**config.mk**
```make
export PLATFORM = sky130hd
export DESIGN_NAME = if_wr_sched
export DESIGN_NICKNAME = d
export VERILOG_FILES = /design/src/rtl/if_wr_sched.sv
export SDC_FILE = /design/constraint.sdc
export NUM_CORES = 1
export LEC_CHECK = 0
export ABC_AREA = 1
export BUFFER_PORTS_ARGS = -buffer_cell sky130_fd_sc_hd__buf_4
export CORE_ASPECT_RATIO = 1.1
export CORE_MARGIN = 3
export CORE_UTILIZATION = 44
export DETAILED_ROUTE_END_ITERATION = 8
export HOLD_SLACK_MARGIN = 0.06
export PLACE_DENSITY = 0.8
export SYNTH_ARGS = -nofsm -noshare
export SYNTH_HDL_FRONTEND = slang
export SYNTH_SLANG_ARGS = --single-unit
```
**constraint.sdc**
```tcl
create_clock -name clk_chip -period 2.25 [get_ports clk_chip]
set_clock_uncertainty 0.15 [all_clocks]
set_input_delay 0.225 -clock clk_chip [delete_from_list [all_inputs] [get_ports clk_chip]]
set_output_delay 0.225 -clock clk_chip [all_outputs]
set_load 0.05 [all_outputs]
```
**src/rtl/if_wr_sched.sv**
```systemverilog
// Write scheduler: round-robin arbitration between the flag-OFM and OFM word
// sources, announcing each block on the config port and streaming its words.
`timescale 1ns/1ps
module if_wr_sched #(
  parameter int         SPI_WIDTH = 32,
  parameter int         TX_WIDTH  = 20,
  parameter int         SIZE_FLG  = 64,
  parameter int         SIZE_OFM  = 512,
  parameter logic [3:0] CODE_FLG  = 4'd5,
  parameter logic [3:0] CODE_OFM  = 4'd6
) (
  input  logic                 clk_chip,
  input  logic                 reset_n_chip,
  input  logic                 flg_req,
  input  logic                 flg_vld,
  input  logic [SPI_WIDTH-1:0] flg_data,
  output logic                 flg_ack,
  input  logic                 ofm_req,
  input  logic                 ofm_vld,
  input  logic [SPI_WIDTH-1:0] ofm_data,
  output logic                 ofm_ack,
  input  logic                 config_ready,
  output logic                 config_paulse,
  output logic [3:0]           config_data,
  input  logic                 wr_ready,
  output logic                 wr_req,
  output logic [SPI_WIDTH-1:0] wr_data,
  output logic [1:0]           grant,
  output logic                 busy,
  output logic                 done_pulse
);

  typedef enum logic [1:0] {S_IDLE, S_CFG, S_XFER, S_DONE} state_e;

  localparam logic [TX_WIDTH-1:0] SZ_FLG = TX_WIDTH'(SIZE_FLG);
  localparam logic [TX_WIDTH-1:0] SZ_OFM = TX_WIDTH'(SIZE_OFM);

  state_e                state_q, state_d;
  logic [1:0]            grant_q, grant_d;
  logic                  pri_ofm_q, pri_ofm_d;
  logic [TX_WIDTH-1:0]   size_q, size_d;
  logic [TX_WIDTH-1:0]   count_q, count_d;
  logic [3:0]            cdata_q, cdata_d;
  logic                  seen_low_q, seen_low_d;
  logic                  done_q, done_d;
  logic                  pick_ofm;
  logic                  own_vld;
  logic [SPI_WIDTH-1:0]  own_data;

  always_comb begin
    state_d    = state_q;
    grant_d    = grant_q;
    pri_ofm_d  = pri_ofm_q;
    size_d     = size_q;
    count_d    = count_q;
    cdata_d    = cdata_q;
    seen_low_d = seen_low_q;
    done_d     = 1'b0;
    pick_ofm   = 1'b0;

    own_vld  = grant_q[1] ? ofm_vld  : flg_vld;
    own_data = grant_q[1] ? ofm_data : flg_data;
    wr_req   = (state_q == S_XFER) && wr_ready && own_vld && (count_q < size_q);
    wr_data  = (state_q == S_XFER) ? own_data : '0;
    flg_ack  = wr_req && grant_q[0];
    ofm_ack  = wr_req && grant_q[1];

    // DONE may only exit once the write interface has gone busy at least once
    if (state_q != S_IDLE && !config_ready) seen_low_d = 1'b1;

    unique case (state_q)
      S_IDLE: begin
        if (config_ready && (flg_req || ofm_req)) begin
          pick_ofm   = ofm_req && (!flg_req || pri_ofm_q);
          grant_d    = pick_ofm ? 2'b10 : 2'b01;
          pri_ofm_d  = !pick_ofm;
          size_d     = pick_ofm ? SZ_OFM : SZ_FLG;
          cdata_d    = pick_ofm ? CODE_OFM : CODE_FLG;
          seen_low_d = 1'b0;
          state_d    = S_CFG;
        end
      end
      S_CFG: begin
        count_d = '0;
        state_d = S_XFER;
      end
      S_XFER: begin
        if (wr_req) begin
          count_d = count_q + 1'b1;
          if (count_q == size_q - 1'b1) state_d = S_DONE;
        end
      end
      S_DONE: begin
        if (config_ready && seen_low_q) begin
          state_d = S_IDLE;
          grant_d = '0;
          done_d  = 1'b1;
        end
      end
      default: state_d = S_IDLE;
    endcase
  end

  always_ff @(posedge clk_chip or negedge reset_n_chip) begin
    if (!reset_n_chip) begin
      state_q    <= S_IDLE;
      grant_q    <= '0;
      pri_ofm_q  <= 1'b0;
      size_q     <= '0;
      count_q    <= '0;
      cdata_q    <= '0;
      seen_low_q <= 1'b0;
      done_q     <= 1'b0;
    end else begin
      state_q    <= state_d;
      grant_q    <= grant_d;
      pri_ofm_q  <= pri_ofm_d;
      size_q     <= size_d;
      count_q    <= count_d;
      cdata_q    <= cdata_d;
      seen_low_q <= seen_low_d;
      done_q     <= done_d;
    end
  end

  assign config_paulse = (state_q == S_CFG);
  assign config_data   = cdata_q;
  assign grant         = grant_q;
  assign busy          = (state_q != S_IDLE);
  assign done_pulse    = done_q;

endmodule

```
[Word-level counts from Yosys, hierarchy flattened]
Cells that the tools add are included.
Storage, ports and cells
  bits in latches: 0
  output and inout port bits: 44
  RAM bits: 0
  memories kept: 0
  input bits: 72
  flip-flop bits (word level): 51
  memory bits (read-only): 0
  logic and storage cells: 61
Cells by class
  bitwise logic cells: 0
  add/subtract/negate cells: 2
  muxes and demuxes: 20
  divide/modulo/power cells: 0
  shift operators: 0
  reduce and logical (&&, ||, !) cells: 22
  magnitude comparators: 1
  equal/unequal tests: 8
  $mul: 0
Operator list (number)
  $mux 32: 2
  $pmux 20 s2: 1
  $add 20x1->20 const B: 1
  $eq 20x20->1: 1
  $lt 20x20->1: 1
  $mux 20: 1
  $sub 20x1->20 const B: 1
  $mux 2: 7
  $mux 10: 1
  $logic_and 1x1->1: 9
  $pmux 2 s4: 1
  $mux 1: 6
  $ne 2x2->1 const B: 3
  $reduce_bool 2->1: 3
  $eq 2x2->1 const B: 2
  $pmux 2 s2: 1
  $reduce_and 2->1: 2
  $reduce_and 4->1: 1
  $logic_not 1->1: 3
  $reduce_and 3->1: 1
  $eq 2x1->1 const B: 1
  $logic_not 2->1: 1
  $logic_or 1x1->1: 2
  $ne 2x1->1 const B: 1

[Longest topological paths before layout]
  depth in word-level cells: 6
  depth in mapped cells: 13
  mapped depth without buffers: 13

[Least setup slack after synthesis]
No wires, ideal clock.
  path kind: reg-to-output
  start: reg, netlist name config_data[1]
  end: out flg_ack
  cell stages (with the launch flop): 10
  setup slack: -519 ps
  data required time: 1875 ps
  arrival: 2394 ps
  cells stage by stage: dfrtp_1 > inv_1 > ha_1 > inv_1 > nand3_1 > nor2_1 > nand2_1 > nor2_4 > inv_1 > nor2_1
RTL lines
  to (decl): RTL line 17  | output logic flg_ack,

[Worst setup path after layout]
  start: reg state_q[0]
  end: out flg_ack
Between the ends
  cells in the longest elaborated chain, start to end: 5
RTL lines
  from (decl): RTL line 38  | state_e state_q, state_d;
  from (signal assigned): RTL line 115  | state_q <= state_d;
  $eq 2x2->1: RTL line 63  | wr_req = (state_q == S_XFER) && wr_ready && own_vld && (count_q < size_q);
  $logic_and 1x1->1 (3 in series): RTL line 63
  $logic_and 1x1->1: RTL line 65  | flg_ack = wr_req && grant_q[0];
No other way between the ends.

==> impl_metrics.toml <==
[sta]
rsz0062_at_grt = "no"
post-route-period-util_pct = 94.3
tns_ps = 0
fmax_mhz = 472
setup_viol = 0
layout_min_cycle_time_ps = 2120
setup_ws_ps = 129
report.final.slew_viol_count = 0
hold_viol = 0

[detailed_routing]
first_pass_iters = 4
avgRoutedWirePerCell_um = 13.0
vias_per_cell = 4.83
drtIter0Drc = 97
drcViolationCount = 0
vias = 2393
drtAntennaViolNets = 0
routed_wl_mm = 6.45

[critical_path]
rr_worst_depth = 12
setup.worst_path.end_class = "primary output"
start_kind = "flop"
r2r_slack_ps = 250
critPathKind = "reg2out"
critPathRequiredTime_ps = 1880
crit_fanout = 7
r2r_end = "count_q[4]"
cp.arrival_ps = 1750
reg2reg_from = "state_q[0]"

[pwr]
internal_power_mw = 1.64
leakage_nw = 1.66
totalPowerFinal_mw = 3.82
p_per_area_mw_per_mm2 = 1220
vdd_drop_max_uv = 775
p_seq_share_pct = 18.5
p_clk_share_pct = 10.5
switching_share_pct = 57.1
power.switching_mw = 2.18
pwr-share-comb_pct = 70.9

[yosys]
synth_area_sq_mm = 0.00206
syn_area_per_cell_sq_um = 6.37
yosys.area_share.adder_pct = 4.86
synth_top_family_by_area = "simple AND/OR/NAND/NOR gates"
ys_top_cells_by_area = "dfrtp_1 35%, nor2_1 21%, o21ai_0 9.2%"
yosysSeqAreaShare_pct = 35.3
synth-edff-count = 0
ys_ff_latch = 29
syn_nets = 403
yosys.area.top_type_share_pct = 35.3
async_reset_ff_share_pct = 100
synthFlopType = "dfrtp_1"
synth_cell_type_count = 25
yosys.area_share.simple_pct = 34.7
synth_compound_area_share_pct = 13.1
yosysTopAreaCell = "dfrtp_1"
postSynthCellCount = 323
synth_mux_area_share_pct = 0
yosys_warnings = 0
synth-xor-area-share_pct = 1.70

[global_route]
grt_pass1_wl_mm = 10.5
grt_use_total_pct = 23.8
antenna_found_initial = 0
overflow = 0
grt_pass1_vias = 2196
grt_max_degree = 30

[final_layout]
drive_gt1_share_pct = 33.8
antenna_cells = 0
finish.net_count = 520
area_growth_pct = 51.9
final_cell_count_no_fill = 495

[min_path]
hold_path_end = "grant[1]"
hp-start = "ofm_req"
hold_depth = 3
hp-class = "in2reg"

[floorplan]
rows = 25
die-area_sq_mm = 0.00554
initial_core_util_pct = 46.7
die_height_um = 77.7
ios = 116
core_area_sq_mm = 0.00441
die_w_um = 71.2

[placement]
dp_hpwl_mm = 5.08
io_buffers = 114
placed_cells = 483
place_congestion = 0.897
dp_slack_ps = 208

[cts]
cts_buffers = 5
htreeDepth = 2
path_clk_slew_ps = 60
cts.path.max_buffers = 2
clkSinkCount = 29
cts_root_buf = "clkbuf_8"
cts_tree = "yes"
clk_latency_ps = 280

[job]
drv_cap = 0

[outcome]
status = "completed"
## area by class of cell
cell class | count | area (sq um)
clock buffer | 8 | 80.1
fill | 396 | 1280
inverter | 38 | 145
multi-input combinational | 243 | 1170
sequential | 29 | 728
tap | 54 | 67.6
timing repair buffer | 123 | 932
## critical path, stage by stage, from the launching register on
cell and delay [ps]:
dfrtp_1 420, inv_2 100, ha_4 170, nand3_1 80
nor2_1 100, nand2_1 90, nor2_4 150, inv_2 80
nor2_4 70, buf_4 190
## sequential cells by signal (all words and copies together) (netlist names)
| signal | cells |
|---|---|
| config_data | 3 |
| count_q | 20 |
| grant | 2 |
| state_q | 2 |
| seen_low_q | 1 |
| done_pulse | 1 |
## kinds of logic after synthesis
logic type | count (synthesis)
fa+ha+maj | 8
xor+xnor | 4
flops | 29
compound gates | 50
buf+inv | 51
simple gates | 180
other cells | 1
## cell usage after synthesis (3+ instances only)
master,instances
dfrtp_1,29
nand3_1,13
buf_1,3
clkbuf_1,6
nand2_1,49
a21oi_1,5
o21ai_0,38
o31ai_1,4
xor2_1,4
ha_1,8
inv_1,36
nor2_1,113
## metal layers
| layer | track usage, % | part of all wire (%) | wire length, um |
|---|---|---|---|
| met3 | 4.27 | 7.1 | 459 |
| met5 | 0 | 0 | 0 |
| met4 | 9.02 | 1.9 | 123 |
| met1 | 29.6 | 42 | 2710 |
| met2 | 40.6 | 49 | 3160 |
## power groups by stage
stage | Combinational (mW) | Sequential (mW) | Clock (mW)
finish | 2.71 | 0.707 | 0.402
global route | 2.92 | 0.720 | 0.444
CTS | 2.71 | 0.702 | 0.411
detailed placement | 2.68 | 0.710 | 0
global placement | 2.64 | 0.706 | 0
floorplan | 1.85 | 0.778 | 0
## what timing repair did
item | in CTS | in global routing
gates resized for setup | 1 | 3
setup buffers | 2 | 0
pin swaps | 1 | 0
hold buffers | 2 | 0
endpoints found under the setup margin | 2 | 25
hold endpoints to repair | 31 | 0
## layout by cell type (no fill, tap or decap), drive strengths merged
| cell type | Yosys | final |
|---|---|---|
| nand2 | 50 | 50 |
| o21bai | 1 | 1 |
| o21ai | 38 | 38 |
| nand3 | 13 | 13 |
| ha | 8 | 8 |
| dlygate4sd3 | 0 | 2 |
| conb | 1 | 1 |
| a22oi | 1 | 1 |
| buf | 7 | 121 |
| inv | 38 | 38 |
| or2 | 1 | 1 |
| a22o | 1 | 1 |
| a21oi | 5 | 5 |
| dfrtp | 29 | 29 |
| nor2 | 115 | 115 |
| nand4 | 1 | 1 |
| xor2 | 4 | 4 |
| clkbuf | 6 | 8 |
| o31ai | 4 | 4 |
## worst max-delay path by stage
stage	from	to	slack, ps	cells after the start
2_1_floorplan	config_data[1]	ofm_ack	30	9
3_3_place_gp	state_q[0]	ofm_ack	280	9
3_5_place_dp	state_q[0]	ofm_ack	210	9
4_1_cts	state_q[0]	ofm_ack	30	9
5_1_grt	state_q[0]	flg_ack	20	9
6_report	state_q[0]	flg_ack	130	9
## through the flow
stage | hold WS, ps | area, sq um | util (%)
3_5_place_dp | 20.6 | 2990 | 67.9
5_1_grt | 108 | 3130 | 70.9
6_report | 113 | 3130 | 70.9
2_1_floorplan | -221 | 2100 | -
4_1_cts | 102 | 3110 | 70.6
3_3_place_gp | 15.7 | 2990 | 67.9
Note: power is estimated with default switching activity, not from simulation.
